[config.mk]
export PLATFORM = sky130hd
export DESIGN_NAME = oled_frame_streamer
export DESIGN_NICKNAME = d
export VERILOG_FILES = /design/src/rtl/oled_frame_streamer.sv
export SDC_FILE = /design/constraint.sdc
export NUM_CORES = 1
export LEC_CHECK = 0
export CAP_MARGIN = 20
export CORE_ASPECT_RATIO = 0.8
export CORE_MARGIN = 10
export CORE_UTILIZATION = 45
export CTS_BUF_LIST = sky130_fd_sc_hd__clkbuf_4
export DETAILED_ROUTE_END_ITERATION = 8
export GPL_TIMING_DRIVEN = 1
export PLACE_DENSITY_LB_ADDON = 0.08
export SLEW_MARGIN = 20
export SYNTH_ARGS = -nofsm -noshare
export SYNTH_HDL_FRONTEND = slang
export SYNTH_SLANG_ARGS = --single-unit
[constraint.sdc]
create_clock -name clk6p25m -period 2.8 [get_ports clk6p25m]
set_input_delay 0.56 -clock clk6p25m [delete_from_list [all_inputs] [get_ports clk6p25m]]
set_output_delay 0.56 -clock clk6p25m [all_outputs]
set_load 0.01 [all_outputs]
[src/rtl/oled_frame_streamer.sv]
// oled_frame_streamer
//   Walks pixel_index over a WIDTH x HEIGHT panel once per frame and samples the
//   RGB565 colour returned for each index. For each frame it sends a 6-byte
//   address-window preamble, then streams every pixel MSB-first over 4-wire SPI
//   (mode 3) to a PmodOLEDrgb. Between frames the link idles for GAP_CYCLES
//   cycles.
//
// Ports
//   clk6p25m       in   single clock for all logic
//   reset          in   asynchronous, active-high
//   pixel_data     in   RGB565 colour for pixel_index, latched when sample_pixel is high
//   pixel_index    out  requested index y*WIDTH+x (one pixel ahead of the bits on the wire)
//   frame_begin    out  1-cycle pulse on the first command cycle of a frame
//   sending_pixels out  high while pixel bits are being shifted
//   sample_pixel   out  1-cycle strobe; pixel_data is captured at the end of that cycle
//   cs_n/sclk/mosi/dc out  SPI link, sclk idles high, dc=1 for pixel data
//
// WIDTH*HEIGHT must not exceed 8192; GAP_CYCLES must be at least 1.
module oled_frame_streamer #(
  parameter int unsigned WIDTH      = 96,
  parameter int unsigned HEIGHT     = 64,
  parameter int unsigned GAP_CYCLES = 1000
) (
  input  logic        clk6p25m,
  input  logic        reset,
  input  logic [15:0] pixel_data,
  output logic [12:0] pixel_index,
  output logic        frame_begin,
  output logic        sending_pixels,
  output logic        sample_pixel,
  output logic        cs_n,
  output logic        sclk,
  output logic        mosi,
  output logic        dc
);

  localparam int unsigned NumPix  = WIDTH * HEIGHT;
  localparam int unsigned GapW    = (GAP_CYCLES > 1) ? $clog2(GAP_CYCLES) : 1;
  localparam logic [GapW-1:0] GapLast = GapW'(GAP_CYCLES - 1);
  localparam logic [12:0]     PixLast = 13'(NumPix - 1);
  localparam logic [47:0]     CmdWord = {8'h15, 8'h00, 8'(WIDTH - 1),
                                         8'h75, 8'h00, 8'(HEIGHT - 1)};

  typedef enum logic [1:0] {StGap, StCmd, StPixel} state_e;

  state_e          state_q, state_d;
  logic [GapW-1:0] gap_q, gap_d;
  logic [6:0]      cnt_q, cnt_d;   // cycle within preamble (0..95) or pixel slot (0..31)
  logic [12:0]     pix_q, pix_d;   // pixel currently on the wire
  logic [15:0]     word_q, word_d; // colour of the pixel on the wire

  logic [12:0] pixel_index_d;
  logic        frame_begin_d, sending_pixels_d, sample_pixel_d;
  logic        cs_n_d, sclk_d, mosi_d, dc_d;

  always_comb begin
    state_d = state_q;
    gap_d   = gap_q;
    cnt_d   = cnt_q;
    pix_d   = pix_q;
    // sample_pixel is the registered strobe, so it marks the current cycle as the sample cycle.
    word_d  = sample_pixel ? pixel_data : word_q;

    frame_begin_d = 1'b0;

    unique case (state_q)
      StGap: begin
        if (gap_q == GapLast) begin
          state_d       = StCmd;
          gap_d         = '0;
          cnt_d         = '0;
          frame_begin_d = 1'b1;
        end else begin
          gap_d = gap_q + GapW'(1);
        end
      end
      StCmd: begin
        if (cnt_q == 7'd95) begin
          state_d = StPixel;
          cnt_d   = '0;
          pix_d   = '0;
        end else begin
          cnt_d = cnt_q + 7'd1;
        end
      end
      StPixel: begin
        if (cnt_q == 7'd31) begin
          cnt_d = '0;
          if (pix_q == PixLast) begin
            state_d = StGap;
            gap_d   = '0;
            pix_d   = '0;
          end else begin
            pix_d = pix_q + 13'd1;
          end
        end else begin
          cnt_d = cnt_q + 7'd1;
        end
      end
      default: state_d = StGap;
    endcase

    // Outputs are derived from the next state so that every output is a plain register.
    pixel_index_d    = '0;
    sending_pixels_d = 1'b0;
    sample_pixel_d   = 1'b0;
    cs_n_d           = 1'b1;
    sclk_d           = 1'b1;
    mosi_d           = 1'b0;
    dc_d             = 1'b0;

    case (state_d)
      StCmd: begin
        cs_n_d         = 1'b0;
        sclk_d         = cnt_d[0];
        mosi_d         = CmdWord[6'd47 - cnt_d[6:1]];
        sample_pixel_d = (cnt_d == 7'd95);
      end
      StPixel: begin
        cs_n_d           = 1'b0;
        sclk_d           = cnt_d[0];
        mosi_d           = word_d[4'd15 - cnt_d[4:1]];
        dc_d             = 1'b1;
        sending_pixels_d = 1'b1;
        // Request one pixel ahead; the final slot has nothing left to fetch.
        pixel_index_d    = (pix_d == PixLast) ? 13'd0 : pix_d + 13'd1;
        sample_pixel_d   = (cnt_d == 7'd31) && (pix_d != PixLast);
      end
      default: ;
    endcase
  end

  always_ff @(posedge clk6p25m or posedge reset) begin
    if (reset) begin
      state_q        <= StGap;
      gap_q          <= '0;
      cnt_q          <= '0;
      pix_q          <= '0;
      word_q         <= '0;
      pixel_index    <= '0;
      frame_begin    <= 1'b0;
      sending_pixels <= 1'b0;
      sample_pixel   <= 1'b0;
      cs_n           <= 1'b1;
      sclk           <= 1'b1;
      mosi           <= 1'b0;
      dc             <= 1'b0;
    end else begin
      state_q        <= state_d;
      gap_q          <= gap_d;
      cnt_q          <= cnt_d;
      pix_q          <= pix_d;
      word_q         <= word_d;
      pixel_index    <= pixel_index_d;
      frame_begin    <= frame_begin_d;
      sending_pixels <= sending_pixels_d;
      sample_pixel   <= sample_pixel_d;
      cs_n           <= cs_n_d;
      sclk           <= sclk_d;
      mosi           <= mosi_d;
      dc             <= dc_d;
    end
  end

endmodule

# Yosys cells after proc, flatten, opt, wreduce, memory -nomap -nowiden
# Memories as Yosys holds them, arrays and structs flattened.
# Index checks and enable logic that the tools add are counted.
dict set report word_totals {
  input_bits 18
  romBits 64
  reg_bits 67
  memories 1
  wordCells 70
  out_inout_bits 20
}
dict set report op_classes {
  n_reduce_logical 5
  n_mux 30
  eq_ne 14
  addsub 6
  magnitude_cmp 2
}
# name depth word_bits rd rd_ports_with_merged_regs wr line
set memory_table {}
lappend memory_table {{(no name shown)} 64 1 1 0 0 116} ;# mosi_d = CmdWord[6'd47 - cnt_d[6:1]];
# op count
set op_table {}
lappend op_table {{$mux W13} 5}
lappend op_table {{$mux W10} 3}
lappend op_table {{$add A13 B1 Y13 const B} 2}
lappend op_table {{$eq A13 B13 Y1 const B} 2}
lappend op_table {{$pmux W13 S2} 1}
lappend op_table {{$mux W7} 3}
lappend op_table {{$pmux W7 S3} 1}
lappend op_table {{$pmux W10 S2} 1}
lappend op_table {{$mux W16} 1}
lappend op_table {{$eq A7 B5 Y1 const B} 2}
lappend op_table {{$eq A7 B7 Y1 const B} 2}
lappend op_table {{$ne A13 B13 Y1 const B} 1}
lappend op_table {{$add A10 B1 Y10 const B} 1}
lappend op_table {{$eq A10 B10 Y1 const B} 1}
lappend op_table {{$mux W2} 4}
lappend op_table {{$add A7 B1 Y7 const B} 1}
lappend op_table {{$lt A6 B7 Y1 const B} 1}
lappend op_table {{$mux W1} 7}
lappend op_table {{$pmux W2 S3} 1}
lappend op_table {{$sub A6 B6 Y6 const A} 1}
lappend op_table {{$lt A4 B5 Y1 const B} 1}
lappend op_table {{$bmux W1 S4} 1}
lappend op_table {{$eq A2 B1 Y1 const B} 2}
lappend op_table {{$eq A2 B2 Y1 const B} 2}
lappend op_table {{other kinds (8)} 10}

# Depth between registers and ports, before layout
# Gate-level depths: netlist of run 1.
dict set report logic_depth {
  depth_word 7
  depth_mapped 12
  depth_no_buf 12
}

# Least setup slack after synthesis of run 1
# No wires, ideal clock.
dict set report synth_timing {
  kind {register to register}
  startpoint {reg state_q[0]}
  endpoint {reg sample_pixel}
  synth_period_minus_slack_ns 2.674
  arrival_time_ns 2.562
  slack_ns 0.126
  setup_ns 0.111
  path_buffers 1
  required_time_ns 2.689
  path_stages_with_launch 13
  path_cell_list {dfrtp_1 -> inv_1 -> ha_1 -> nand2_1 -> o32a_1 -> clkbuf_1 -> o21ai_0 -> nand2_1 -> ha_1 -> and4_4 -> nand4_4 -> o211ai_2 -> a2111oi_2}
}
dict set report synth_between {
  elab_chain_len 5
  elab_cells_between_ends 17
  classes_between {eq/ne (7); mux (8); reduce/logical (2)}
}
# item line
set synth_lines {}
lappend synth_lines {{from (decl)} 46} ;# state_e state_q, state_d;
lappend synth_lines {{from (signal assigned)} 135} ;# state_q <= StGap;
lappend synth_lines {{from (signal assigned)} 149} ;# state_q <= state_d;
lappend synth_lines {{$eq A2 B2 Y1 or $eq A2 B1 Y1 (tied branches)} 66} ;# unique case (state_q)
lappend synth_lines {{$pmux W13 S2 *} 66}
lappend synth_lines {{via pix_d[0]} 49} ;# logic [12:0] pix_q, pix_d;
lappend synth_lines {{$ne A13 B13 Y1 *} 127} ;# sample_pixel_d = (cnt_d == 7'd31) && (pix_d != PixLast);
lappend synth_lines {{$logic_and A1 B1 Y1 *} 127}
lappend synth_lines {{$pmux W1 S2 *} 112} ;# case (state_d)
lappend synth_lines {{via sample_pixel_d} 53} ;# logic frame_begin_d, sending_pixels_d, sample_pixel_d;
lappend synth_lines {{to (signal assigned)} 157} ;# sample_pixel <= sample_pixel_d;
lappend synth_lines {{to (decl)} 30} ;# output logic sample_pixel,
# Mark *: on every way through the listed nets, which the timed path passes. The rest lies on a longest branch.
# A chain may end at the register's enable or synchronous reset.

# Final worst setup path of run 1
dict set report layout_timing {
  startpoint {reg cnt_q[5]}
  endpoint {reg pixel_index[6]}
}
dict set report layout_between {
  elab_chain_len 6
  elab_cells_between_ends 13
  classes_between {add/sub (1); eq/ne (4); mux (8)}
}
# item line
set layout_lines {}
lappend layout_lines {{from (decl)} 48} ;# logic [6:0] cnt_q, cnt_d;
lappend layout_lines {{from (signal assigned)} 151} ;# cnt_q <= cnt_d;
lappend layout_lines {{$eq A7 B5 Y1 or $eq A7 B7 Y1 (tied branches)} {87, 78}}
lappend layout_lines {{$mux W13, on equally long branches} {87, 78}}
lappend layout_lines {{$pmux W13 S2 *} 66}
lappend layout_lines {{via pix_d[1]} 49}
lappend layout_lines {{$add A13 B1 Y13 or $eq A13 B13 Y1 (tied branches)} 126} ;# pixel_index_d = (pix_d == PixLast) ? 13'd0 : pix_d + 13'd1;
lappend layout_lines {{$mux W13 *} 126}
lappend layout_lines {{$mux W13 *} 112}
lappend layout_lines {{via pixel_index_d[6]} 52} ;# logic [12:0] pixel_index_d;
lappend layout_lines {{to (signal assigned)} 154} ;# pixel_index <= pixel_index_d;
lappend layout_lines {{to (decl)} 27} ;# output logic [12:0] pixel_index,
# Marks and branches as above.

==> summary.md, run 1 <==
| Metric | Value |
|---|---|
| Post-route ant nets | 0 |
| Critical path depth | 10 |
| WP buf/inv | 1 |
| Startpoint types | register |
| Worst r2r path cells | 10 |
| RR Endpoint | pixel_index[6] |
| Net Sw Frac | a little over a fifth |
| N_diodes | 0 |
| Number of fill cells in the layout | 774 |
| Max_cap viols | 0 |
| Critical R2R Launch | cnt_q[5] |
| Floorplan core area | around 8500 um^2 |
| Final period utilization | between 90% and 100% |
| Setup violators final | 0 |
| Post-synthesis xor/xnor area fraction | under 10% |
| Antenna violations before repair | 0 |
| Distinct cell type count after synthesis | 75 |
| Sink Count | between 60 and 70 |
| CP max stage delay | 0.50 ns |
| Initial DRC Count | 310 |
| Crit. Startpoint | cnt_q[5] |
| Post-Syn Area per Cell | 9.706 um^2 |
| DIE HEIGHT | between 100 and 150 um |
| Power Density | ~340 nW/um^2 |
| Cells taking the most area after synthesis | dfrtp_1, mux2_2, nand2_1 |
| Critical Path Slowest Stage Cell | or3b_4 |
| Synthesis-to-finish area growth | 27.82% |
| Sequential share of power | 56.1% |
| Crit path max fanout | 9 |
| Dominant cell by count in the synthesized netlist | dfrtp_1 |
| Switching power of the nets | around 360 uW |
| Outcome | complete, no violations |
| Multiplexer share of the synthesized area | between 8 and 9% |
| Top cell type's share of synthesized area | between 40% and 50% |
| Worst slew pin tran | roughly 0.56 ns |
| Port Buffer Count | 37 |
| CTS max path bufs | 2 |
| YS warnings | 0 |
| Final min period | around 2.7 ns |
| P_int | 1.362 mW |
| Synth area leader | dfrtp_1 |
| Io pins | 38 |
| Relative slew slack | 62.37% |
| Lkg Pwr | about 2.1 nW |
| Starting Density | a little under half |
| CTS tree | yes |
| Crit path max-delay family | simple AND/OR/NAND/NOR gates |
| DIE WIDTH | about 120 um |
| Peak VDD IR | roughly 0.0003 V |
| Fin. max-slew vios | 0 |
| CP cell instances | or3b_4, nor3_1, o31ai_2, nand2_1, ha_1, and4_4, nand4_4, o21ai_2, buf_4, a211oi_1 |
| Pre-antenna DRT Iters | 5 |
| R2R setup slack | 0.12 ns |
| First-pass GRT wire length | around 17000 um |
| Top_reg_cell synth | dfrtp_1 |
| Gr ovfl total | 0 |
| Number of flops mapped to enable cells by yosys | 0 |
| Yosys reg bits | 67 |
| Largest net degree at the start of global routing | between 40 and 50 |
| Number of global-route vias before repair | ~3300 |
| Global Route Usage Sum | around 16% |
| Post-Route WL | between 10000 and 15000 um |
| Syn nets | between 400 and 500 |
| CP required | approximately 3.1 ns |
| Seq/Total Area, Yosys | 42.82% |
| RePlAce Congestion | a little over 0.9 |
| Die area | roughly 13000 um^2 |
| CTS clock-pin slew for the worst setup and hold paths | about 0.11 ns |
| WS Path Type | register to register |
| CTS Buf Count | 9 |
| Most frequent cells after synthesis | dfrtp_1, nand2_1, nor2_1 |
| Hold_buf cts | 0 |
| Arr. time, crit path | about 3.0 ns |
| Highest clock rate | around 370 MHz |
| Largest family of logic cells by synthesized area | simple AND/OR/NAND/NOR gates |
| Comb pwr share | 2.6% |
| Crit end category | register |
| # nets final | 515 |
| Ratio of cells with drive above 1 in the final layout | about a quarter |
| CTS root buf | clkbuf_4 |
| Via count | roughly 3400 |
| Worst Hold Class | primary input to asynchronous set/reset pin |
| Power share of the clock group | 41.2% |
| Final hold slack | just under 0.5 ns |
| Async S/R FF share, synth | 100.0% |
| Post-synthesis simple-gate area fraction | ~22% |
| Final Util | roughly 59% |
| Power Total | approximately 1.7 mW |
| Wire per inst | around 17 um |
| Synthesized area | 3921 um^2 |
| Compound-Gate Fraction of Synth Area | between 10% and 20% |
| Skew final | approximately 0.012 ns |
| Fin. Hold Viols | 0 |
| DR vias/cell | between 5 and 6 |
| Post-Syn Instances | between 400 and 500 |
| Adder-Cell Fraction of Synth Area | about 3.2% |
| Dpl hpwl | 7587 um |
| H-Tree Depth | 3 |
| DR DRC count | 0 |
| Clock insertion delay at the later pin of the skew report | 0.44 ns |
| Row count | 30 |
| Unrepaired setup endpoints after global routing | yes |
-- registers in the layout, summed over array words and instances, names as in the netlist, 2 cells and up --
signal       flops
state_q          2
pix_q           13
gap_q           10
pixel_index     13
cnt_q            7
word_q          16
-- worst max path at each step --
stage	end	slack, ns
detailed placement	pixel_index[6]	-0.06
global placement	pixel_index[6]	0.003
finish	pixel_index[6]	0.12
CTS	pixel_index[6]	0.02
floorplan	sample_pixel	0.13
global route	mosi	-0.06
-- cell usage in the layout, fill, tap and decap left out, types with 5 or more instances in the layout --
master,count
a31oi_1,5
buf_4,48
clkdlybuf4s50_1,37
ha_1,6
o31ai_1,5
nor3_1,6
mux2_2,18
o21ai_0,23
nand4_1,6
nand2_1,41
clkbuf_4,11
o21a_1,5
o21ai_1,6
dfrtp_1,65
mux2i_1,12
a21oi_1,16
and2_1,9
nand3_1,19
nor2_1,35
inv_1,16
xor2_1,6
nand2b_1,6
-- cells by family after synthesis --
| group | Yosys count |
|---|---|
| buffers and inverters | 33 |
| multiplexers | 32 |
| flip-flops | 67 |
| adder cells (fa/ha/maj) | 10 |
| XOR/XNOR | 9 |
| AND/OR/NAND/NOR | 159 |
| AO/OA/AOI/OAI | 94 |
-- metrics by stage --
stage / TNS [ns] / cell area (um^2) / worst slack [ns] / std cells
6_report: 0 / 5012 / 0.1155 / 602
5_1_grt: -0.2175 / 5012 / -0.06136 / 602
4_1_cts: 0 / 4848 / 0.02314 / 597
3_5_place_dp: -0.1031 / 4700 / -0.05692 / 583
3_3_place_gp: 0 / 4700 / 0.002677 / 583
2_1_floorplan: 0 / 3921 / 0.1262 / 404
-- repair_timing --
item,in CTS,in global routing
gates resized for setup,3,33
buffers inserted,0,5
setup endpoints to repair,3,15
pin swaps,0,7
-- layout make-up --
type                       count  area [um^2]  share of cell area [%]
sequential                    67         1679                   33.50
multi-input combinational    304         2208                   44.06
timing repair buffer          88        773.2                   15.43
tap                          112        140.1                   2.796
clock buffer                  11        82.58                   1.648
clock inverter                 3        65.06                   1.298
inverter                      17        63.81                   1.273
-- routing by layer --
layer	up-vias	part of all wire [%]	GRT usage, %	wire length, um
li1	1628	-	-	-
met1	1642	48	19.90	4832
met2	97	44	24.27	4489
met3	14	6.8	6.724	687
met4	0	1.3	4.200	129
met5	-	0	0	0
-- power groups by stage --
stage | registers (mW) | clock network, mW | logic (mW)
global placement | 0.986 | 0 | 0.0457
finish | 0.967 | 0.710 | 0.0450
detailed placement | 0.986 | 0 | 0.0472
global route | 0.968 | 0.781 | 0.0509
floorplan | 0.986 | 0 | 0.0143
CTS | 0.967 | 0.738 | 0.0471
Power figures use the tool's default switching activity.
==> run 2, diff against run 1 <==
Clock period 2.8 ns to 3.2 ns, I/O delays scaled along.
==> run 2 against run 1 <==
Compared with the run above: worst hold slack improved by 0.021 ns; sequential power fell by 13%; combinational power is 13% lower; clock skew is 0.011 ns higher; maximum frequency down 8.0%; largest power group unchanged.
==> summary.md, run 2 (synthesis results as in run 1) <==
| Metric | Value |
|---|---|
| Critical R2R Launch | state_q[0] (was cnt_q[5]) |
| WS Path Type | register to register (unchanged) |
| DIE WIDTH | 124.4 um (unchanged) |
| # nets final | 476 (was 515) |
| DIE HEIGHT | 103.5 um (unchanged) |
| Worst r2r path cells | 10 (unchanged) |
| Hold worst-path end | word_q[14] |
| Largest register FFs | 16 (unchanged) |
| Arr. time, crit path | 3.22 ns (was 3.00 ns) |
| Peak VDD IR | 0.0002497 V (was 0.0003031 V) |
| Fin. Hold Viols | 0 (unchanged) |
| Io pins | 38 (unchanged) |
| WP buf/inv | 2 (was 1) |
| Number of fill cells in the layout | 818 (was 774) |
| Post-route ant nets | 0 (unchanged) |
| Multi-input logic area | 2096 um^2 (was 2208 um^2) |
| Antenna violations before repair | 0 (unchanged) |
| Lkg Pwr | 1.892 nW (was 2.116 nW) |
| Hold_sp | word_q[14] |
| Max_cap viols | 0 (unchanged) |
| First-pass GRT wire length | 15990 um (was 16590 um) |
| Wire per inst | 16.24 um (was 16.84 um) |
| Ratio of cells with drive above 1 in the final layout | 15.23% (was 25.92%) |
| Pre-antenna DRT Iters | 5 (unchanged) |
| Startpoint types | register (unchanged) |
| Crit path max fanout | 9 (unchanged) |
| Hold_buf cts | 0 (unchanged) |
| Storage cell area | 1679 um^2 (unchanged) |
| Global Route Usage Sum | 15.07% (was 15.75%) |
| Crit end category | register (unchanged) |
| Starting Density | 46.22% (unchanged) |
| Relative slew slack | 48.34% (was 62.37%) |
| Fin Setup TNS | 0 ns (unchanged) |
| RR Endpoint | pixel_index[6] (unchanged) |
| Synthesis-to-finish area growth | 17.17% (was 27.82%) |
| Power Density | 316.2 nW/um^2 (was 343.7 nW/um^2) |
| Port Buffer Count | 37 (unchanged) |
| Worst Hold Class | register to register (was primary input to asynchronous set/reset pin) |
| Outcome | complete, no violations (unchanged) |
| Worst slew pin tran | 0.7534 ns (was 0.5636 ns) |
| CTS clock-pin slew for the worst setup and hold paths | 0.11 ns (about the same) |
| CTS max path bufs | 2 (unchanged) |
| CP cell instances | inv_1, ha_1, and2_1, o31a_1, buf_4, a31o_2, and4_4, nand4_4, o21ai_4, a211oi_1 (was or3b_4, nor3_1, o31ai_2, nand2_1, ha_1, and4_4, nand4_4, o21ai_2, buf_4, a211oi_1) |
| Top flop regs | word_q: 16 flops, pix_q: 13 flops, pixel_index: 13 flops (unchanged) |
| Final period utilization | 91.16% (was 95.87%) |
| Final Util | 54.16% (was 59.09%) |
| Die area | 12870 um^2 (unchanged) |
| RePlAce Congestion | 0.9241 (was 0.9206) |
| CP max stage delay | 0.43 ns (was 0.50 ns) |
| Clock insertion delay at the later pin of the skew report | 0.44 ns (about the same) |
| Number of global-route vias before repair | 3184 (was 3345) |
| CTS Buf Count | 9 (unchanged) |
| Dpl hpwl | 6935 um (was 7587 um) |
| Commonest cells after routing, fill and taps aside | dfrtp_1, nand2_1, clkdlybuf4s50_1, nor2_1, o21ai_0 (was dfrtp_1, buf_4, nand2_1, clkdlybuf4s50_1, nor2_1) |
| CP required | 3.50 ns (was 3.12 ns) |
| H-Tree Depth | 3 (unchanged) |
| Highest clock rate | 342.8 MHz (was 372.5 MHz) |
| Row count | 30 (unchanged) |
| Hold path cells | 1 |
| Via count | 3115 (was 3381) |
| Floorplan core area | 8483 um^2 (unchanged) |
| Largest net degree at the start of global routing | 36 (was 44) |
| DR vias/cell | 5.513 (was 5.616) |
| CTS tree | yes (unchanged) |
| Post-CTS setup buffers | 0 (unchanged) |
| R2R setup slack | 0.28 ns (was 0.12 ns) |
| Skew final | 0.02281 ns (was 0.01183 ns) |
| Unrepaired setup endpoints after global routing | no (was yes) |
| Sink Count | 67 (unchanged) |
| Gr ovfl total | 0 (unchanged) |
| N_diodes | 0 (unchanged) |
| CTS root buf | clkbuf_4 (unchanged) |
| Crit path max-delay family | compound AO/OA/AOI/OAI gates (was simple AND/OR/NAND/NOR gates) |
| Setup violators final | 0 (unchanged) |
| Fin. max-slew vios | 0 (unchanged) |
| Post-Route WL | 9173 um (was 10140 um) |
| PostCTS Resize Cnt | 0 (was 3) |
| Final min period | 2.917 ns (was 2.684 ns) |
| Most flops, register | word_q (unchanged) |
| Most common cell after layout, fill and taps aside | dfrtp_1 (unchanged) |
| Critical Path Slowest Stage Cell | dfrtp_1 (was or3b_4) |
| Initial DRC Count | 208 (was 310) |
| DR DRC count | 0 (unchanged) |
## run 2: changes by cell type in the layout (fill, tap and decap cells not counted), sizes merged
cell,previous run,this run
clkbuf,11,9
buf,51,12
clkinvlp,0,3
bufinv,2,1
inv,17,19
## run 2: stage by stage
| stage | hold WS (ns) | cell area [um^2] | instances | worst slack, ns | total power, mW |
|---|---|---|---|---|---|
| after floorplan | 0.4623 | 3921 | 404 | 0.5262 | 0.8753 |
| after global placement | 0.4809 | 4444 | 549 | 0.2774 | 0.9031 |
| after detailed placement | 0.4847 | 4444 | 549 | 0.2501 | 0.9036 |
| after CTS | 0.5116 | 4587 | 565 | 0.2296 | 1.480 |
| after global routing | 0.5231 | 4594 | 565 | 0.009844 | 1.513 |
| final | 0.5053 | 4594 | 565 | 0.2829 | 1.453 |
## run 2: where the power goes
part	switching, mW	internal (mW)
clock	0.326	0.241
combinational	0.0188	0.0205
sequential	0	0.846
total	0.345	1.11
## run 2: how the worst max path moves through the flow
stage,from,end,cells past startpoint
finish,state_q[0],pixel_index[6],10
global route,pix_q[0],mosi,11
floorplan,state_q[0],sample_pixel,12
detailed placement,state_q[0],pixel_index[6],10
global placement,state_q[0],pixel_index[6],10
CTS,state_q[0],pixel_index[6],10
## run 2: layer usage
layer / wire (um) / share of wire (%) / global-route usage, % / vias to the layer above
met1: 4578 / 50 / 20.32 / 1480
met2: 3861 / 42 / 22.45 / 82
met4: 100 / 1.1 / 4.111 / 0
met5: 0 / 0 / 0 / -
met3: 633 / 6.9 / 5.247 / 8
li1: - / - / - / 1545
## run 2: cell type report
cell class,instances,area share (%)
tap,112,3.050
multi-input combinational,304,45.62
clock inverter,7,1.634
timing repair buffer,49,10.29
sequential,67,36.55
clock buffer,9,1.471
inverter,17,1.389
==> run 3, diff against run 2 <==
Settings changed: GPL_TIMING_DRIVEN 1 to 0, TNS_END_PERCENT set to 100.
==> run 3 against run 2 <==
Compared with the run above: setup slack worse by 0.060 ns; via count up 2.9%; sequential share of layout area down 0.72 points; final cell count increased by 1.4%; non-clock buffer count is 8 higher; total power up 10%; critical path depth grew 2; worst hold slack better by 0.0024 ns; maximum frequency down 2.0%; sequential power barely moved; combinational power up 1%; critical endpoint is now sample_pixel; largest cell class unchanged; largest power group unchanged.
==> summary.md, run 3 (synthesis results as in run 1) <==
| Metric | Value |
|---|---|
| Pre-antenna DRT Iters | 5 (unchanged) |
| Die area | 12870 um^2 (unchanged) |
| Power Density | 341.4 nW/um^2 (was 316.2 nW/um^2) |
| Gr ovfl total | 0 (unchanged) |
| Non-Filler Instances | 573 (was 565) |
| Startpoint types | register (unchanged) |
| Largest net degree at the start of global routing | 41 (was 36) |
| Sequential share of power | 52.9% (was 58.3%) |
| Final instance area | 4687 um^2 (was 4594 um^2) |
| Worst Hold Class | register to register (unchanged) |
| First-pass GRT wire length | 15690 um (was 15990 um) |
| Final period utilization | 93.02% (was 91.16%) |
| Setup WS post-layout | 0.2233 ns (was 0.2829 ns) |
| Relative slew slack | 52.71% (was 48.34%) |
| Global Route Usage Sum | 14.81% (was 15.07%) |
| Final hold slack | 0.5077 ns (was 0.5053 ns) |
| Arr. time, crit path | 3.29 ns (was 3.22 ns) |
| Antenna violations before repair | 0 (unchanged) |
| Final min period | 2.977 ns (was 2.917 ns) |
| Crit path max fanout | 10 (was 9) |
| N_diodes | 0 (unchanged) |
| Inst Count DP | 554 (was 549) |
| Unrepaired setup endpoints after global routing | no (unchanged) |
| Switching power of the nets | 338.8 uW (was 344.7 uW) |
| Power Total | 1.600 mW (was 1.453 mW) |
| Hold_buf cts | 0 (unchanged) |
| Number of global-route vias before repair | 3206 (was 3184) |
| DIE HEIGHT | 103.5 um (unchanged) |
| Most flops, register | word_q (unchanged) |
| H-Tree Depth | 3 (unchanged) |
| WS Path Type | register to register (unchanged) |
| Io pins | 38 (unchanged) |
| Floorplan core area | 8483 um^2 (unchanged) |
| Worst slew pin tran | 0.6896 ns (was 0.7534 ns) |
| Most common cell after layout, fill and taps aside | dfrtp_1 (unchanged) |
| Lkg Pwr | 1.944 nW (was 1.892 nW) |
| DR DRC count | 0 (unchanged) |
| Skew final | 0.01417 ns (was 0.02281 ns) |
| Final Util | 55.25% (was 54.16%) |
| Setup violators final | 0 (unchanged) |
| Fin. Hold Viols | 0 (unchanged) |
| Outcome | complete, no violations (unchanged) |
| Port Buffer Count | 37 (unchanged) |
| Dpl cell area | 4454 um^2 (was 4444 um^2) |
| Wire per inst | 16.07 um (was 16.24 um) |
| Starting Density | 46.22% (unchanged) |
| Comb pwr share | 2.5% (was 2.7%) |
| Ratio of cells with drive above 1 in the final layout | 16.49% (was 15.23%) |
| CTS Buf Count | 9 (unchanged) |
| CP required | 3.51 ns (was 3.50 ns) |
| Sink Count | 67 (unchanged) |
| Via count | 3204 (was 3115) |
| CTS clock-pin slew for the worst setup and hold paths | 0.12 ns (was 0.11 ns) |
| Fin Setup TNS | 0 ns (unchanged) |
| Max_cap viols | 0 (unchanged) |
| Power share of the clock group | 44.6% (was 39.0%) |
| RePlAce Congestion | 0.9092 (was 0.9241) |
| Crit end category | register (unchanged) |
| Row count | 30 (unchanged) |
| DR vias/cell | 5.592 (was 5.513) |
| CTS root buf | clkbuf_4 (unchanged) |
| Peak VDD IR | 0.0004000 V (was 0.0002497 V) |
| Post-route ant nets | 0 (unchanged) |
| CTS max path bufs | 2 (unchanged) |
| P_int | 1.261 mW (was 1.108 mW) |
| Synthesis-to-finish area growth | 19.53% (was 17.17%) |
| Commonest cells after routing, fill and taps aside | dfrtp_1, nand2_1, clkdlybuf4s50_1, nor2_1, o21ai_0 (unchanged) |
| Post-Route WL | 9206 um (was 9173 um) |
| Net Sw Frac | 21.17% (was 23.73%) |
| Initial DRC Count | 275 (was 208) |
| DIE WIDTH | 124.4 um (unchanged) |
| Highest clock rate | 335.9 MHz (was 342.8 MHz) |
| Largest register FFs | 16 (unchanged) |
| Number of fill cells in the layout | 822 (was 818) |
| Dpl hpwl | 6904 um (was 6935 um) |
| Setup Slack @ Placement | -0.1532 ns (was 0.2501 ns) |
| # nets final | 484 (was 476) |
| Top flop regs | word_q: 16 flops, pix_q: 13 flops, pixel_index: 13 flops (unchanged) |
| Clock insertion delay at the later pin of the skew report | 0.43 ns (was 0.44 ns) |
| Fin. max-slew vios | 0 (unchanged) |
| CTS tree | yes (unchanged) |
## run 3: final timing paths
kind,slack [ns],startpoint,end,cells after the start
worst max-delay path,0.22,state_q[0],sample_pixel,12
worst min-delay path,0.51,word_q[14],word_q[14],1
worst max register to register,0.22,state_q[0],sample_pixel,12
min in group asynchronous,0.52,reset,pixel_index[2],2
worst min register to register,0.51,word_q[14],word_q[14],1
max in group asynchronous,2.07,reset,cs_n,3
## run 3: power groups by stage
stage | Sequential, mW | Clock (mW) | Combinational [mW]
2_1_floorplan | 0.863 | 0 | 0.0125
3_3_place_gp | 0.863 | 0 | 0.0373
3_5_place_dp | 0.863 | 0 | 0.0419
4_1_cts | 0.846 | 0.739 | 0.0417
5_1_grt | 0.847 | 0.769 | 0.0446
6_report | 0.846 | 0.714 | 0.0397
## run 3: what timing repair did
| action | CTS | global route |
|---|---|---|
| pin swaps | 0 | 2 |
| cloned | 0 | 0 |
| buffers inserted | 0 | 4 |
| setup endpoints to repair | 8 | 12 |
| gates resized for setup | 1 | 9 |
## run 3: worst max-delay path: stages, from the launching register on
cell and delay [ns]:
dfrtp_1 0.41, inv_1 0.09, ha_2 0.39, nand2_1 0.07, o32a_1 0.34, buf_2 0.22, o21ai_1 0.17, nand2_1 0.11
ha_1 0.27, and4_4 0.20, nand4_4 0.15, o211ai_2 0.10, a2111oi_2 0.33
## run 3: layout make-up
cell class	instances	area (um^2)	share of cell area [%]
clock buffers	9	67.56	1.442
well taps	112	140.1	2.990
clock inverters	7	116.4	2.483
flip-flops and latches	67	1679	35.82
multi-input cells	304	2108	44.98
plain buffers	15	88.84	1.895
repair buffers	42	420.4	8.970
inverters	17	66.31	1.415
## run 3: routing by layer
metal,wire [um],global-route usage [%]
met5,0,0
met4,96,4.468
met3,709,4.381
met2,3939,22.21
met1,4460,20.18
